===== src/rtl/dot_product_pkg.sv =====
// Shared fixed-point math definitions: operand widths, default Q format and FSM encoding.
package dot_product_pkg;

  localparam int unsigned QBitsDefault = 16;
  localparam int unsigned DataW        = 32;
  localparam int unsigned AccW         = 66;
  localparam int unsigned VecLen       = 3;

  typedef logic [DataW-1:0]              word_t;
  typedef logic [VecLen-1:0][DataW-1:0]  vec_t;
  typedef logic signed [AccW-1:0]        acc_t;

  typedef logic [1:0] state_t;
  localparam state_t StIdle  = 2'd0;
  localparam state_t StMac   = 2'd1;
  localparam state_t StWrite = 2'd2;

endpackage


===== src/rtl/dot_product_if.sv =====
// FIFO-side handshake bundle for the dot-product stage: input FIFO pop side and output FIFO push side.
interface dot_product_if;
  import dot_product_pkg::*;

  vec_t  x;
  vec_t  y;
  logic  in_empty;
  logic  in_rd_en;
  word_t out;
  logic  out_ovf;
  logic  out_full;
  logic  out_wr_en;

  // master: the surrounding FIFOs / environment; slave: the dot-product stage
  modport master (
    output x, y, in_empty, out_full,
    input  in_rd_en, out, out_ovf, out_wr_en
  );

  modport slave (
    input  x, y, in_empty, out_full,
    output in_rd_en, out, out_ovf, out_wr_en
  );

endinterface


===== src/rtl/sat_q32.sv =====
// Saturates a 66-bit signed value to the signed 32-bit range, flagging any clipping.
module sat_q32
  import dot_product_pkg::*;
(
  input  acc_t  din,
  output word_t dout,
  output logic  ovf
);

  logic fits;

  // Fits when every bit above bit 31 is a copy of the sign bit.
  assign fits = (&din[AccW-1:DataW-1]) | ~(|din[AccW-1:DataW-1]);

  always_comb begin
    dout = din[DataW-1:0];
    ovf  = 1'b0;
    if (!fits) begin
      dout = din[AccW-1] ? 32'h8000_0000 : 32'h7FFF_FFFF;
      ovf  = 1'b1;
    end
  end

endmodule


===== src/rtl/dot_product.sv =====
// Three-element signed fixed-point dot product: pop one FIFO entry, MAC over three cycles with one
// shared multiplier, then push a saturated Q-format result.
module dot_product
  import dot_product_pkg::*;
#(
  parameter int unsigned Q_BITS = QBitsDefault
) (
  input  logic         clock,
  input  logic         reset,
  dot_product_if.slave bus
);

  state_t      state_q, state_d;
  logic [1:0]  idx_q, idx_d;
  acc_t        acc_q, acc_d;
  vec_t        xr_q, xr_d, yr_q, yr_d;
  word_t       out_q, out_d;
  logic        ovf_q, ovf_d;

  word_t       x_sel, y_sel;
  logic signed [2*DataW-1:0] prod;
  acc_t        acc_sum, acc_shift;
  word_t       sat_out;
  logic        sat_ovf;
  logic        pop, push;

  always_comb begin
    x_sel = xr_q[0];
    y_sel = yr_q[0];
    if (idx_q == 2'd1) begin
      x_sel = xr_q[1];
      y_sel = yr_q[1];
    end else if (idx_q == 2'd2) begin
      x_sel = xr_q[2];
      y_sel = yr_q[2];
    end
  end

  assign prod      = $signed(x_sel) * $signed(y_sel);
  assign acc_sum   = acc_q + acc_t'(prod);
  assign acc_shift = acc_sum >>> Q_BITS;

  sat_q32 u_sat (
    .din  (acc_shift),
    .dout (sat_out),
    .ovf  (sat_ovf)
  );

  // Gated by reset so no pop is requested while reset is held.
  assign pop  = reset && (state_q == StIdle) && !bus.in_empty;
  assign push = reset && (state_q == StWrite) && !bus.out_full;

  always_comb begin
    state_d = state_q;
    idx_d   = idx_q;
    acc_d   = acc_q;
    xr_d    = xr_q;
    yr_d    = yr_q;
    out_d   = out_q;
    ovf_d   = ovf_q;
    unique case (state_q)
      StIdle: begin
        if (pop) begin
          xr_d    = bus.x;
          yr_d    = bus.y;
          acc_d   = '0;
          idx_d   = 2'd0;
          state_d = StMac;
        end
      end
      StMac: begin
        acc_d = acc_sum;
        if (idx_q == 2'd2) begin
          idx_d   = 2'd0;
          out_d   = sat_out;
          ovf_d   = sat_ovf;
          state_d = StWrite;
        end else begin
          idx_d = idx_q + 2'd1;
        end
      end
      StWrite: begin
        if (push) state_d = StIdle;
      end
      default: state_d = StIdle;
    endcase
  end

  always_ff @(posedge clock or negedge reset) begin
    if (!reset) begin
      state_q <= StIdle;
      idx_q   <= 2'd0;
      acc_q   <= '0;
      xr_q    <= '0;
      yr_q    <= '0;
      out_q   <= '0;
      ovf_q   <= 1'b0;
    end else begin
      state_q <= state_d;
      idx_q   <= idx_d;
      acc_q   <= acc_d;
      xr_q    <= xr_d;
      yr_q    <= yr_d;
      out_q   <= out_d;
      ovf_q   <= ovf_d;
    end
  end

  assign bus.in_rd_en  = pop;
  assign bus.out_wr_en = push;
  assign bus.out       = out_q;
  assign bus.out_ovf   = ovf_q;

endmodule


===== src/flat_wrapper.sv =====
// flat-port wrapper written by rule: the top's interface ports become plain ports
module dot_product_flat import dot_product_pkg::*;
#(
  parameter int unsigned Q_BITS = QBitsDefault
)
  (clock, reset, bus_x, bus_y, bus_in_empty, bus_out_full, bus_in_rd_en, bus_out, bus_out_ovf, bus_out_wr_en);
  dot_product_if bus_i ();
  input  logic clock;
  input  logic reset;
  input wire logic [$bits(bus_i.x)-1:0] bus_x;
  input wire logic [$bits(bus_i.y)-1:0] bus_y;
  input wire logic [$bits(bus_i.in_empty)-1:0] bus_in_empty;
  input wire logic [$bits(bus_i.out_full)-1:0] bus_out_full;
  output wire logic [$bits(bus_i.in_rd_en)-1:0] bus_in_rd_en;
  output wire logic [$bits(bus_i.out)-1:0] bus_out;
  output wire logic [$bits(bus_i.out_ovf)-1:0] bus_out_ovf;
  output wire logic [$bits(bus_i.out_wr_en)-1:0] bus_out_wr_en;
  assign bus_i.x = bus_x;
  assign bus_i.y = bus_y;
  assign bus_i.in_empty = bus_in_empty;
  assign bus_i.out_full = bus_out_full;
  assign bus_in_rd_en = bus_i.in_rd_en;
  assign bus_out = bus_i.out;
  assign bus_out_ovf = bus_i.out_ovf;
  assign bus_out_wr_en = bus_i.out_wr_en;
  dot_product #(.Q_BITS(Q_BITS)) u_core (.clock(clock), .reset(reset), .bus(bus_i));
endmodule

===== config.mk =====
export PLATFORM = sky130hd
export DESIGN_NAME = dot_product_flat
export DESIGN_NICKNAME = d
export VERILOG_FILES = /design/src/rtl/dot_product_pkg.sv /design/src/rtl/dot_product_if.sv /design/src/rtl/sat_q32.sv /design/src/rtl/dot_product.sv /design/src/flat_wrapper.sv
export SDC_FILE = /design/constraint.sdc
export NUM_CORES = 2
export LEC_CHECK = 0
export ABC_AREA = 0
export BUFFER_PORTS_ARGS = -buffer_cell sky130_fd_sc_hd__buf_2
export CORE_ASPECT_RATIO = 0.8
export CORE_MARGIN = 2
export CORE_UTILIZATION = 40
export CTS_CLUSTER_DIAMETER = 200
export DETAILED_ROUTE_END_ITERATION = 8
export SYNTH_ARGS = -nofsm -noshare
export SYNTH_HDL_FRONTEND = slang
export SYNTH_SLANG_ARGS = --single-unit

===== constraint.sdc =====
create_clock -name clock -period 11.1 [get_ports clock]
set_input_delay 2.22 -clock clock [delete_from_list [all_inputs] [get_ports clock]]
set_output_delay 2.22 -clock clock [all_outputs]
set_load 0.05 [all_outputs]

[Word level (Yosys, flattened, before mapping)]
Index checks and enable logic that the tools add are counted.
Word-level totals
  input bits: 196
  output and inout bits: 35
  word-level logic and storage cells: 53
  register bits: 295
Cells by class
  add/sub/neg operators: 2
  equal/unequal tests: 7
  reduce and logical (&&, ||, !) cells: 14
  multipliers: 1
  muxes and demuxes: 16
  bitwise gates (word level): 2
Operators by type and width (count)
  $mux 32: 6
  $pmux 66 s2: 1
  $add 66x64->66: 1
  $mux 66: 1
  $mul 32x32->64: 1
  $reduce_and 19->1: 1
  $reduce_or 19->1: 1
  $mux 2: 5
  $pmux 2 s3: 1
  $reduce_and 2->1: 3
  $eq 2x1->1 const B: 2
  $eq 2x2->1 const B: 2
  $logic_and 1x1->1: 4
  $ne 2x2->1 const B: 2
  $pmux 2 s2: 1
  $reduce_and 3->1: 1
  $add 2x1->2 const B: 1
  $logic_not 1->1: 2
  $logic_not 2->1: 1
  $ne 2x1->1 const B: 1
  $reduce_bool 2->1: 1
  $mux 1: 1
  $not 1->1: 1
  $or 1x1->1: 1

[Logic depth before layout (Yosys ltp)]
  word-level depth: 9
  depth in mapped cells: 39
  mapped depth without buffers: 33

[Hierarchy]
A second synthesis with hierarchy kept.
Second synthesis, totals
  cell total of the unflattened synthesis: 5850
  area, all modules: 52960.8 µm²
Modules (own cells, without submodules)
  dot_product: seq. area each 7382.1 µm², area an instance 52447.8 µm², cells each 5784, times used 1
  sat_q32: seq. area each 0.0 µm², area an instance 513.0 µm², cells each 66, times used 1

[Least setup slack after synthesis]
No wires, ideal clock.
  kind: register to register
  from: reg u_core.idx_q[1]
  to: reg u_core.out_q[0] (netlist: u_core.bus.out[0])
  required time: 10961 ps
  stages on the path, launching flop included: 35
  setup time: 139 ps
  path slack: -197 ps
  path buffers: 5
  arrival: 11157 ps
  clock period less this slack: 11297 ps
  cells stage by stage: dfrtp_1 -> clkbuf_1 -> clkbuf_1 -> clkbuf_1 -> mux2i_1 -> a21oi_1 -> clkbuf_1 -> nand2_1 -> fa_1 -> inv_1 -> fa_1 -> fa_1 -> inv_1 -> fa_1 -> inv_1 -> fa_1 -> fa_1 -> fa_1 -> inv_1 -> fa_1 -> inv_1 -> ha_1 -> a21oi_1 -> o21ai_1 -> or2_0 -> o32a_1 -> o31a_2 -> a2111oi_2 -> a211o_1 -> nand3_1 -> or4_1 -> or4_4 -> a21oi_4 -> buf_6 -> o22ai_1
On the way
  word-level cells in the longest chain between the ends: 9
  elaborated cells between the ends (all ways): 15
  those cells by class: add/sub: 1; mul: 1; eq/ne: 2; mux: 6; bitwise: 2; reduce/logical: 3
Ends and longest elaborated chain
  start: declaration: line dot_product.sv:14  | logic [1:0] idx_q, idx_d;
  start signal: assignment: line dot_product.sv:100  | idx_q <= idx_d;
  $eq 2x2->1: line dot_product.sv:33, dot_product.sv:73
  $mux 32: line dot_product.sv:33  | end else if (idx_q == 2'd2) begin
  $mux 32: line dot_product.sv:30  | if (idx_q == 2'd1) begin
  $mul 32x32->64: line dot_product.sv:39  | assign prod = $signed(x_sel) * $signed(y_sel);
  $add 66x64->66: line dot_product.sv:40  | assign acc_sum = acc_q + acc_t'(prod);
  $reduce_or 19->1: line sat_q32.sv:13  | assign fits = (&din[AccW-1:DataW-1]) | ~(|din[AccW-1:DataW-1]);
  $not 1->1: line sat_q32.sv:13
  $or 1x1->1: line sat_q32.sv:13
  $mux 32: line sat_q32.sv:18  | if (!fits) begin
  end signal: assignment: line dot_product.sv:104  | out_q <= out_d;
  end: declaration: line dot_product.sv:17  | word_t out_q, out_d;
Several ways; a longest one is shown, not always the timed one.
A chain may end at the register's enable or synchronous reset.

[Final worst setup path]
  from: reg u_core.idx_q[1]
  to: reg u_core.out_q[4] (netlist: u_core.bus.out[4])
Same word-level chain as after synthesis.

==> results.md <==
* Synth area leader: sky130_fd_sc_hd__fa_1
* Syn_nets at 7210
* WP data required at 11550 ps
* Largest cells by area after synthesis: sky130_fd_sc_hd__fa_1, sky130_fd_sc_hd__dfrtp_1, sky130_fd_sc_hd__inv_1
* Top achievable clock speed at 0.0928 GHz
* Total half-perimeter wirelength after legalization and detailed placement at 150 mm
* Boundary pin count at around 230
* Number of hold violations in the final report at 0
* Critical path arrival at about 11000 ps
* Fillers at 12600
* Vias in the first global route at approximately 42000
* Share of flip-flops with an asynchronous set or reset at 100%
* Flip-flop cell with the highest count after synthesis: sky130_fd_sc_hd__dfrtp_1
* Worst setup SP type: flop
* Core area at ~130000 um^2
* TritonCTS clock tree: done
* Post-route antenna net violation count at 0
* Buffer levels on the longest clock path at 3
* Core Rows at about 120
* Final count of pins violating max slew at 0
* Post-synth EDFFs at 0
* Wire length after detailed routing at 176 mm
* Number of maximum-capacitance violations at 0
* Maximum fanout count along the critical path at 31
* Fin nets at 7408
* Number of register bits inferred by synthesis at 295
* Critical Path Slowest Stage Cell: sky130_fd_sc_hd__dfrtp_4
* Insertion delay to the later sink of the worst-skew pair at 600 ps
* Post-Syn Area per Cell at 9.57 um^2
* Proportion of layout cells with a drive suffix above 1 at 13.9%
* Port bufs at 230
* Most used standard cells in the synthesized netlist: sky130_fd_sc_hd__inv_1, sky130_fd_sc_hd__fa_1, sky130_fd_sc_hd__nand2_1
* Critical setup path kind: reg2reg
* Cell count after synthesis at ~5600
* Utilization after layout at 44.5%
* Fraction of post-synthesis cell area in the top cell type by area at 46.4%
* Hold-critical path depth at 2
* Global-route wire length before repair at 273 mm
* Post-route clock skew at 28.5 ps
* Root buffer cell: sky130_fd_sc_hd__clkbuf_16
* Sink Count at 295
* Die Span X at 412 um
* Area added between synthesis and finish at 10.2%
* Clock slew at the register clock pins of the worst setup and hold paths at 60 ps
* Final setup fails at 0
* CTS Hold Bufs at 0
* Number of antenna violations at the first check in global routing at 4
* H-tree levels at 2
* Full die area at ~140000 um^2
* Number of library cell types mapped by synthesis at 71
* Post-Syn Area at 53200 um^2
* Total congestion overflow after global routing at 0
* Average wire length per cell after detail routing at 23.3 um
* Count of routing violations after the opening detailed-route iteration at approximately 3800
* Area of the multi-input gates at 40100 um^2
* Final Critical Period at 10780 ps
* Overall die height at 330 um
* Post CTS Setup Buffer Count at 0
* Starting Density at 40.4%
* Via density per instance at 5.23
* Final period utilization at a little over nine tenths
* Sequential fraction of the synthesis area at between 10% and 20%
* Cell mode on critical path: sky130_fd_sc_hd__fa_1
* Synthesis warning total at 0
* Worst R2R Path Depth at 33
* Count of TritonRoute iterations in the first routing pass at 6
* DRC violation count after routing at 0
* Global-route usage over all layers at 26.9%
* Sort of element at the end of the critical path: flop
* Cell with the most instances after synthesis: sky130_fd_sc_hd__inv_1
* Min-delay worst type: reg2reg
* Pin count of the biggest net entering global routing at 180
* Number of vias in the routed layout at around 39000
* Rel. slew slack at 28.4%
* Inserted Clock Buffers at 37
* Delay contributed by the slowest stage of the critical path at 580 ps
* Transition time at the pin with the least slew margin at 1070 ps
* Register Area at 7390 um^2
* Final weighted congestion of routability-driven global placement at 0.975
* Status: completed
## cell families after synthesis
group                      Yosys count  share of synthesized area, %
xor gates and xnor gates            72                          1.20
muxes                              250                          5.22
adders and majority gates         1455                          51.6
and+or+nand+nor                   1432                          10.8
AOI/OAI and AO/OA                  515                          6.28
buffers and inverters             1540                          11.0
DFF                                295                          13.9
## cell type report
class,instances,share of cell area [%]
multi-input cells,3724,68.5
flip-flops and latches,295,12.6
inverters,1257,8.06
repair buffers,442,5.01
well taps,1754,3.74
clock buffers,51,1.82
clock inverters,14,0.254
diodes,3,0.0128
## metal layers
metal  vias up  share of wire [%]  global-route usage, %
met5         -                  0                      0
met4         0                2.6                   6.20
met3       233                 13                   9.01
met2      2002                 38                   35.5
met1     20200                 47                   42.0
li1      17000                  -                      -
## path summary, 6_finish.rpt
path / end / slack, ps / startpoint
max in group asynchronous: u_core.xr_q[18] / 7080 / reset
min reg2reg: u_core.acc_q[12] / 480 / u_core.acc_q[12]
min in group asynchronous: u_core.xr_q[39] / 1520 / reset
min: u_core.acc_q[12] / 480 / u_core.acc_q[12]
max reg2reg: u_core.bus.out[4] / 320 / u_core.idx_q[1]
max: u_core.bus.out[4] / 320 / u_core.idx_q[1]
## layout by cell type, fill, tap and decap left out, types with 69 or more instances in the layout
master,netlist,layout
sky130_fd_sc_hd__buf_2,6,229
sky130_fd_sc_hd__inv_1,1257,1255
sky130_fd_sc_hd__dfrtp_1,295,293
sky130_fd_sc_hd__nand2_1,732,730
sky130_fd_sc_hd__o22ai_1,70,69
sky130_fd_sc_hd__a21oi_1,80,75
sky130_fd_sc_hd__ha_1,222,222
sky130_fd_sc_hd__buf_4,0,196
sky130_fd_sc_hd__fa_1,1233,1232
sky130_fd_sc_hd__mux2_2,219,219
sky130_fd_sc_hd__nor2_1,540,534
sky130_fd_sc_hd__o21ai_0,106,82
## metrics by stage
stage / cell area, um^2 / instances / TNS (ps) / hold slack [ps] / setup WS, ps
5_1_grt: 58600 / 7537 / -54.9 / 508 / -11.8
6_report: 58600 / 7540 / 0 / 481 / 322
4_1_cts: 58500 / 7537 / 0 / 486 / 125
3_5_place_dp: 57300 / 7472 / 0 / 472 / 152
3_3_place_gp: 57300 / 7472 / 0 / 469 / 274
2_1_floorplan: 53200 / 5559 / 0 / 450 / 477
## registers in the layout, indices dropped and copies added (netlist names)
signal / flops
u_core.xr_q: 96
u_core.acc_q: 66
u_core.state_q: 2
u_core.bus.out_ovf: 1
u_core.bus.out: 32
u_core.idx_q: 2
u_core.yr_q: 96
## what timing repair did
action                     4_1_cts  5_1_grt
hold endpoints to repair         0        0
gates resized for setup          0       23
setup endpoints to repair        0       32
## worst max-delay path, delay by kind of cell, from the launching register on
| kind | cells | cell delay [ps] |
|---|---|---|
| AO/OA/AOI/OAI | 8 | 2180 |
| buffers and inverters | 9 | 1270 |
| AND/OR/NAND/NOR | 6 | 2020 |
| XOR/XNOR | 1 | 200 |
| adder cells (fa/ha/maj) | 9 | 4340 |
| flip-flops | 1 | 580 |
Power is left out: the tool's default activity adds up to more than one toggle a clock period on the data nets, which glitch-free logic cannot reach.
